**config.mk**
```make
export PLATFORM = sky130hd
export DESIGN_NAME = pipe_ctrl_tracker
export DESIGN_NICKNAME = d
export VERILOG_FILES = /design/src/rtl/pipe_ctrl_tracker.sv
export SDC_FILE = /design/constraint.sdc
export NUM_CORES = 1
export LEC_CHECK = 0
export CAP_MARGIN = 0
export CORE_MARGIN = 5
export CORE_UTILIZATION = 45
export CTS_BUF_LIST = sky130_fd_sc_hd__clkbuf_16
export CTS_CLUSTER_SIZE = 20
export DETAILED_ROUTE_END_ITERATION = 16
export PLACE_DENSITY = 0.78
export SYNTH_ARGS = -nofsm -noshare
export SYNTH_HDL_FRONTEND = slang
export SYNTH_SLANG_ARGS = --single-unit
```
**constraint.sdc**
```tcl
create_clock -name clk -period 3.2 [get_ports clk]
set_input_delay 0.32 -clock clk [delete_from_list [all_inputs] [get_ports clk]]
set_output_delay 0.32 -clock clk [all_outputs]
set_load 0.01 [all_outputs]
```
**src/rtl/pipe_ctrl_tracker.sv**
```systemverilog
// pipe_ctrl_tracker: ID/EX, EX/MEM, MEM/WB control pipeline with hazard, forwarding and event counters
module pipe_ctrl_tracker #(
    parameter int REG_ADDR_W = 5,
    parameter int CNT_W      = 16
) (
    input  logic                  clk,
    input  logic                  rst,
    input  logic [1:0]            id_alu_op,
    input  logic                  id_alu_src,
    input  logic                  id_branch,
    input  logic                  id_jump,
    input  logic                  id_mem_read,
    input  logic                  id_mem_write,
    input  logic                  id_mem_2_reg,
    input  logic                  id_reg_write,
    input  logic [REG_ADDR_W-1:0] id_rs1,
    input  logic [REG_ADDR_W-1:0] id_rs2,
    input  logic [REG_ADDR_W-1:0] id_rd,
    input  logic                  branch_taken,
    output logic                  pc_write,
    output logic                  if_id_write,
    output logic                  if_flush,
    output logic [1:0]            ex_alu_op,
    output logic                  ex_alu_src,
    output logic                  ex_branch,
    output logic                  ex_jump,
    output logic [REG_ADDR_W-1:0] ex_rs1,
    output logic [REG_ADDR_W-1:0] ex_rs2,
    output logic [REG_ADDR_W-1:0] ex_rd,
    output logic                  mem_mem_read,
    output logic                  mem_mem_write,
    output logic                  mem_mem_2_reg,
    output logic                  mem_reg_write,
    output logic [REG_ADDR_W-1:0] mem_rd,
    output logic                  wb_mem_2_reg,
    output logic                  wb_reg_write,
    output logic [REG_ADDR_W-1:0] wb_rd,
    output logic [1:0]            forward_a,
    output logic [1:0]            forward_b,
    output logic [CNT_W-1:0]      stall_cnt,
    output logic [CNT_W-1:0]      flush_cnt
);
    logic w_flush, w_stall, w_bubble;
    logic r_ex_mem_read, r_ex_mem_write, r_ex_mem_2_reg, r_ex_reg_write;

    assign w_flush     = ex_jump | (ex_branch & branch_taken);
    assign w_stall     = r_ex_mem_read & (ex_rd != '0) & ((ex_rd == id_rs1) | (ex_rd == id_rs2));
    assign w_bubble    = w_stall | w_flush;
    assign if_flush    = w_flush;
    assign pc_write    = ~w_stall | w_flush;
    assign if_id_write = ~w_stall | w_flush;

    // EX operand selects: the younger EX/MEM result wins over MEM/WB; x0 never forwards
    always_comb begin
        forward_a = (mem_reg_write && mem_rd != '0 && mem_rd == ex_rs1) ? 2'b10 :
                    (wb_reg_write && wb_rd != '0 && wb_rd == ex_rs1)    ? 2'b01 : 2'b00;
        forward_b = (mem_reg_write && mem_rd != '0 && mem_rd == ex_rs2) ? 2'b10 :
                    (wb_reg_write && wb_rd != '0 && wb_rd == ex_rs2)    ? 2'b01 : 2'b00;
    end

    // ID/EX register: a stall or flush inserts an all-zero bubble
    always_ff @(posedge clk) begin
        if (rst || w_bubble) begin
            ex_alu_op      <= '0;
            ex_alu_src     <= 1'b0;
            ex_branch      <= 1'b0;
            ex_jump        <= 1'b0;
            r_ex_mem_read  <= 1'b0;
            r_ex_mem_write <= 1'b0;
            r_ex_mem_2_reg <= 1'b0;
            r_ex_reg_write <= 1'b0;
            ex_rs1         <= '0;
            ex_rs2         <= '0;
            ex_rd          <= '0;
        end else begin
            ex_alu_op      <= id_alu_op;
            ex_alu_src     <= id_alu_src;
            ex_branch      <= id_branch;
            ex_jump        <= id_jump;
            r_ex_mem_read  <= id_mem_read;
            r_ex_mem_write <= id_mem_write;
            r_ex_mem_2_reg <= id_mem_2_reg;
            r_ex_reg_write <= id_reg_write;
            ex_rs1         <= id_rs1;
            ex_rs2         <= id_rs2;
            ex_rd          <= id_rd;
        end
    end

    // EX/MEM and MEM/WB registers advance every cycle
    always_ff @(posedge clk) begin
        if (rst) begin
            mem_mem_read  <= 1'b0;
            mem_mem_write <= 1'b0;
            mem_mem_2_reg <= 1'b0;
            mem_reg_write <= 1'b0;
            mem_rd        <= '0;
            wb_mem_2_reg  <= 1'b0;
            wb_reg_write  <= 1'b0;
            wb_rd         <= '0;
        end else begin
            mem_mem_read  <= r_ex_mem_read;
            mem_mem_write <= r_ex_mem_write;
            mem_mem_2_reg <= r_ex_mem_2_reg;
            mem_reg_write <= r_ex_reg_write;
            mem_rd        <= ex_rd;
            wb_mem_2_reg  <= mem_mem_2_reg;
            wb_reg_write  <= mem_reg_write;
            wb_rd         <= mem_rd;
        end
    end

    // Saturating event counters; a stall hidden by a flush is not counted as a stall
    always_ff @(posedge clk) begin
        if (rst) begin
            stall_cnt <= '0;
            flush_cnt <= '0;
        end else begin
            if (w_stall && !w_flush && stall_cnt != '1)
                stall_cnt <= stall_cnt + CNT_W'(1);
            if (w_flush && flush_cnt != '1)
                flush_cnt <= flush_cnt + CNT_W'(1);
        end
    end
endmodule

```
==> summary.md <==
| Metric | Value |
|---|---|
| Worst setup margin | 0.495 ns |
| Critical path's slowest cell | clkdlybuf4s50_1 |
| Min Tclk post-route | 2.70 ns |
| TritonCTS Buffers | 9 |
| Cells after Synth | 337 |
| First DRT Iteration DRCs | 161 |
| Die ar. | 8880 um^2 |
| Pins Over Slew Limit | 0 |
| Post-cts resize count | 0 |
| Final core occ | 66.1% |
| Synth Register Bits | 72 |
| Number of global-route vias before repair | 2590 |
| Layout cells sized above 1 | 5.66% |
| Antenna violations before repair | 0 |
| CP Max Fanout | 5 |
| Number of remaining DRC errors | 0 |
| Core area | 6870 um^2 |
| Detail Placement HPWL | 5900 um |
| Buffers on Ports | 101 |
| Final setup vio count | 0 |
| Clk_lat worst skew | 0.33 ns |
| Worst EP required | 2.88 ns |
| Clk buf depth | 2 |
| RSZ-0062 raised after global routing | false |
| Worst-Margin Slew | 0.630 ns |
| Power Dens Cells | 463 nW/um^2 |
| Hold EP | mem_reg_write$_SDFF_PP0_ |
| Initial Utilization | 46.5% |
| Final Skew | 0.00609 ns |
| Gpl congestion | 0.803 |
| Multiplexer share of the synthesized area | 3.45% |
| Placed cell areas | 4260 um^2 |
| H-tree depth | 3 |
| Post-synth net total | 366 |
| Synth cell types | 42 |
| Worst EP arrival | 2.38 ns |
| Ys Warns | 0 |
| Fmax | 370 MHz |
| VDD IR max | 0.271 mV |
| Total power | 2.10 mW |
| Reg clk slew, reported paths | 0.05 ns |
| Vias per std cell | 5.10 |
| Die width | 94.3 um |
| Syn-to-layout area delta | 42.1% |
| # hold bufs at CTS | 0 |
| Setup TNS | 0 ns |
| Synth Area in Compound Gates | 6.31% |
| Syn avg cell area | 9.48 um^2 |
| Critical path's largest stage delay | 0.58 ns |
| Worst r2r dst | stall_cnt[13]$_SDFFE_PP0P_ |
| Sequential element share of the synthesized area | 45.1% |
| Top Registers | flush_cnt x16, stall_cnt x16 |
| Delay-heaviest family, CP | simple AND/OR/NAND/NOR gates |
| Drt total wl | 7840 um |
| First-pass GRT wire length | 12500 um |
| Place WS | 0.735 ns |
| Largest net degree at the start of global routing | 57 |
| Worst Hold Class | reg2reg |
| Synth Area in Simple Gates | 29.9% |
| Final instance area | 4540 um^2 |
| Critical R2R Launch | stall_cnt[0]$_SDFFE_PP0P_ |
| CP Launch Type | register |
| WHS Path Cells | 1 |
| Critical Path Sink Type | output pin |
| Drt pass-1 iters | 4 |
| Total GRT Usage | 18.1% |
| Worst R2R Path Depth | 6 |
| CTS tree | yes |
| Root buf cell | clkbuf_16 |
| Largest family of logic cells by synthesized area | simple AND/OR/NAND/NOR gates |
| XOR/XNOR Fraction of Synth Area | 11.8% |
| # rows | 30 |
| Die H | 94.3 um |
| Crit-path cells | or4_1, o21ai_1, nor4_1, nor4_1, clkdlybuf4s50_1 |
| Netlist Area Pre-Place | 3190 um^2 |
| Status | finished, final reports clean |
| Reg2reg setup slack | 1.00 ns |
| Inserted Diodes | 0 |
| Most used cell, CP | nor4_1 |
| Boundary Pins | 102 |
| Crit path buf inv count | 1 |
| Final Hold Vio Count | 0 |
| Clock sinks | 72 |
| Wire per inst | 14.6 um |
| Kind of critical path | reg2out |
| Leakage | 1.69 nW |
| HP Start | r_ex_reg_write$_SDFF_PP0_ |
| Antenna violation net count after detailed routing | 0 |
| Relative slew slack | 58.0% |
| Max Cap Viol | 0 |
| DR vias | 2742 |
| Layout Nets | 466 |
| Post-CTS Setup Inserts | 0 |
| Synth Area in Adders | 0.783% |
| Final period utilization | 84.5% |
| Total grt overflow | 0 |
-- area by class of cell --
class,count,area (um^2)
Multi-Input combinational cell,248,1670
Clock buffer,9,225
Clock inverter,7,52.6
Fill cell,564,2330
Inverter,3,11.3
Sequential cell,72,1440
Timing Repair Buffer,103,1020
Tap cell,96,120
-- worst max path at each step --
stage                                         start  depth (start not counted)  slack (ns)                    endpoint
after CTS                      mem_rd[1]$_SDFF_PP0_                          5        0.47                forward_a[0]
after floorplan           stall_cnt[0]$_SDFFE_PP0P_                          7        1.22  stall_cnt[13]$_SDFFE_PP0P_
after detailed placement               branch_taken                          6        0.74                    pc_write
final                          mem_rd[1]$_SDFF_PP0_                          5        0.50                forward_a[0]
after global routing           mem_rd[1]$_SDFF_PP0_                          5        0.34                forward_a[0]
after global placement                 branch_taken                          6        0.76                 if_id_write
-- synth_stat cells --
master     n  area share (%)
or2_1      1            0.20
xor2_1    28             7.7
or4b_4     1            0.43
nand3_2    1            0.31
xnor2_1   15             4.1
or4_1     13             3.1
nor4_2     2            0.78
nand2_1   13             1.5
nor2_1    30             3.5
nor4_1     9             1.8
clkbuf_1   7            0.82
buf_6      1            0.35
o21ai_0    1            0.16
nor2b_1   23             4.5
o31ai_1    9             2.1
buf_1      1            0.12
nor3_1     9             1.4
dfxtp_1   72              45
nand3_1   10             1.6
mux2_4     3             1.4
a22oi_2    1            0.39
o21ai_2    1            0.27
a22oi_1    1            0.24
buf_2      2            0.31
and4_1     5             1.4
nand2b_1   2            0.39
buf_4      3            0.71
nor2_2     1            0.20
a21oi_1   10             1.6
inv_1      3            0.35
o21a_1     2            0.47
nand4_1   11             2.2
mux2i_1    2            0.63
o21ai_1    1            0.16
and2_1    26             5.1
mux2_1     4             1.4
o211ai_1   1            0.24
ha_1       2            0.78
nor3_2     2            0.63
and3_1     5            0.98
a21o_1     1            0.24
a211oi_1   2            0.47
-- worst register-to-register path: cells and delay by family (launching register included) --
| family | cells | cell delay (ns) |
|---|---|---|
| fa+ha+maj | 1 | 0.23 |
| flops | 1 | 0.41 |
| mux | 1 | 0.30 |
| simple gates | 4 | 1.15 |
-- routing by layer --
layer  track usage, %  vias to the layer above  wire, um
met5                0                        -         0
met4             5.42                        0        87
met3             4.89                       10       488
met2             30.9                       72      3890
met1             22.1                     1280      3380
li1                 -                     1380         -
-- through the flow --
stage / hold WS [ns] / instances
floorplan: 0.414 / 337
global placement: 0.418 / 522
detailed placement: 0.424 / 522
CTS: 0.436 / 538
global route: 0.461 / 538
finish: 0.436 / 538
-- placed cells by master (no fill, tap or decap), drive strengths merged --
cell type / instances
o21ai: 3
nand2b: 2
o21a: 2
nor2: 31
clkbuf: 9
and3: 5
nor2b: 23
o211ai: 1
clkinv: 6
a22oi: 2
dfxtp: 72
o31ai: 9
and2: 26
xor2: 28
a211oi: 2
nand4: 11
mux2: 7
nor4: 11
nor3: 11
clkdlybuf4s50: 100
a21o: 1
buf: 3
or4: 13
bufinv: 1
or2: 1
xnor2: 15
nand3: 11
a21oi: 10
and4: 5
inv: 3
ha: 2
mux2i: 2
or4b: 1
nand2: 13
-- cells by family after synthesis --
kind of cell    Yosys count
compound gates           30
flops                    72
simple gates            164
xor+xnor                 43
buf+inv                  17
mux                       9
fa+ha+maj                 2
-- report_power, final --
part	switching, mW	total [mW]	internal [mW]	leakage [nW]
Clock	0.346	0.933	0.586	0.134
Sequential	0.0298	0.957	0.927	0.587
Combinational	0.0949	0.213	0.118	0.973
Total	0.471	2.10	1.63	1.69
No activity file was read; power rests on OpenSTA's default activity.
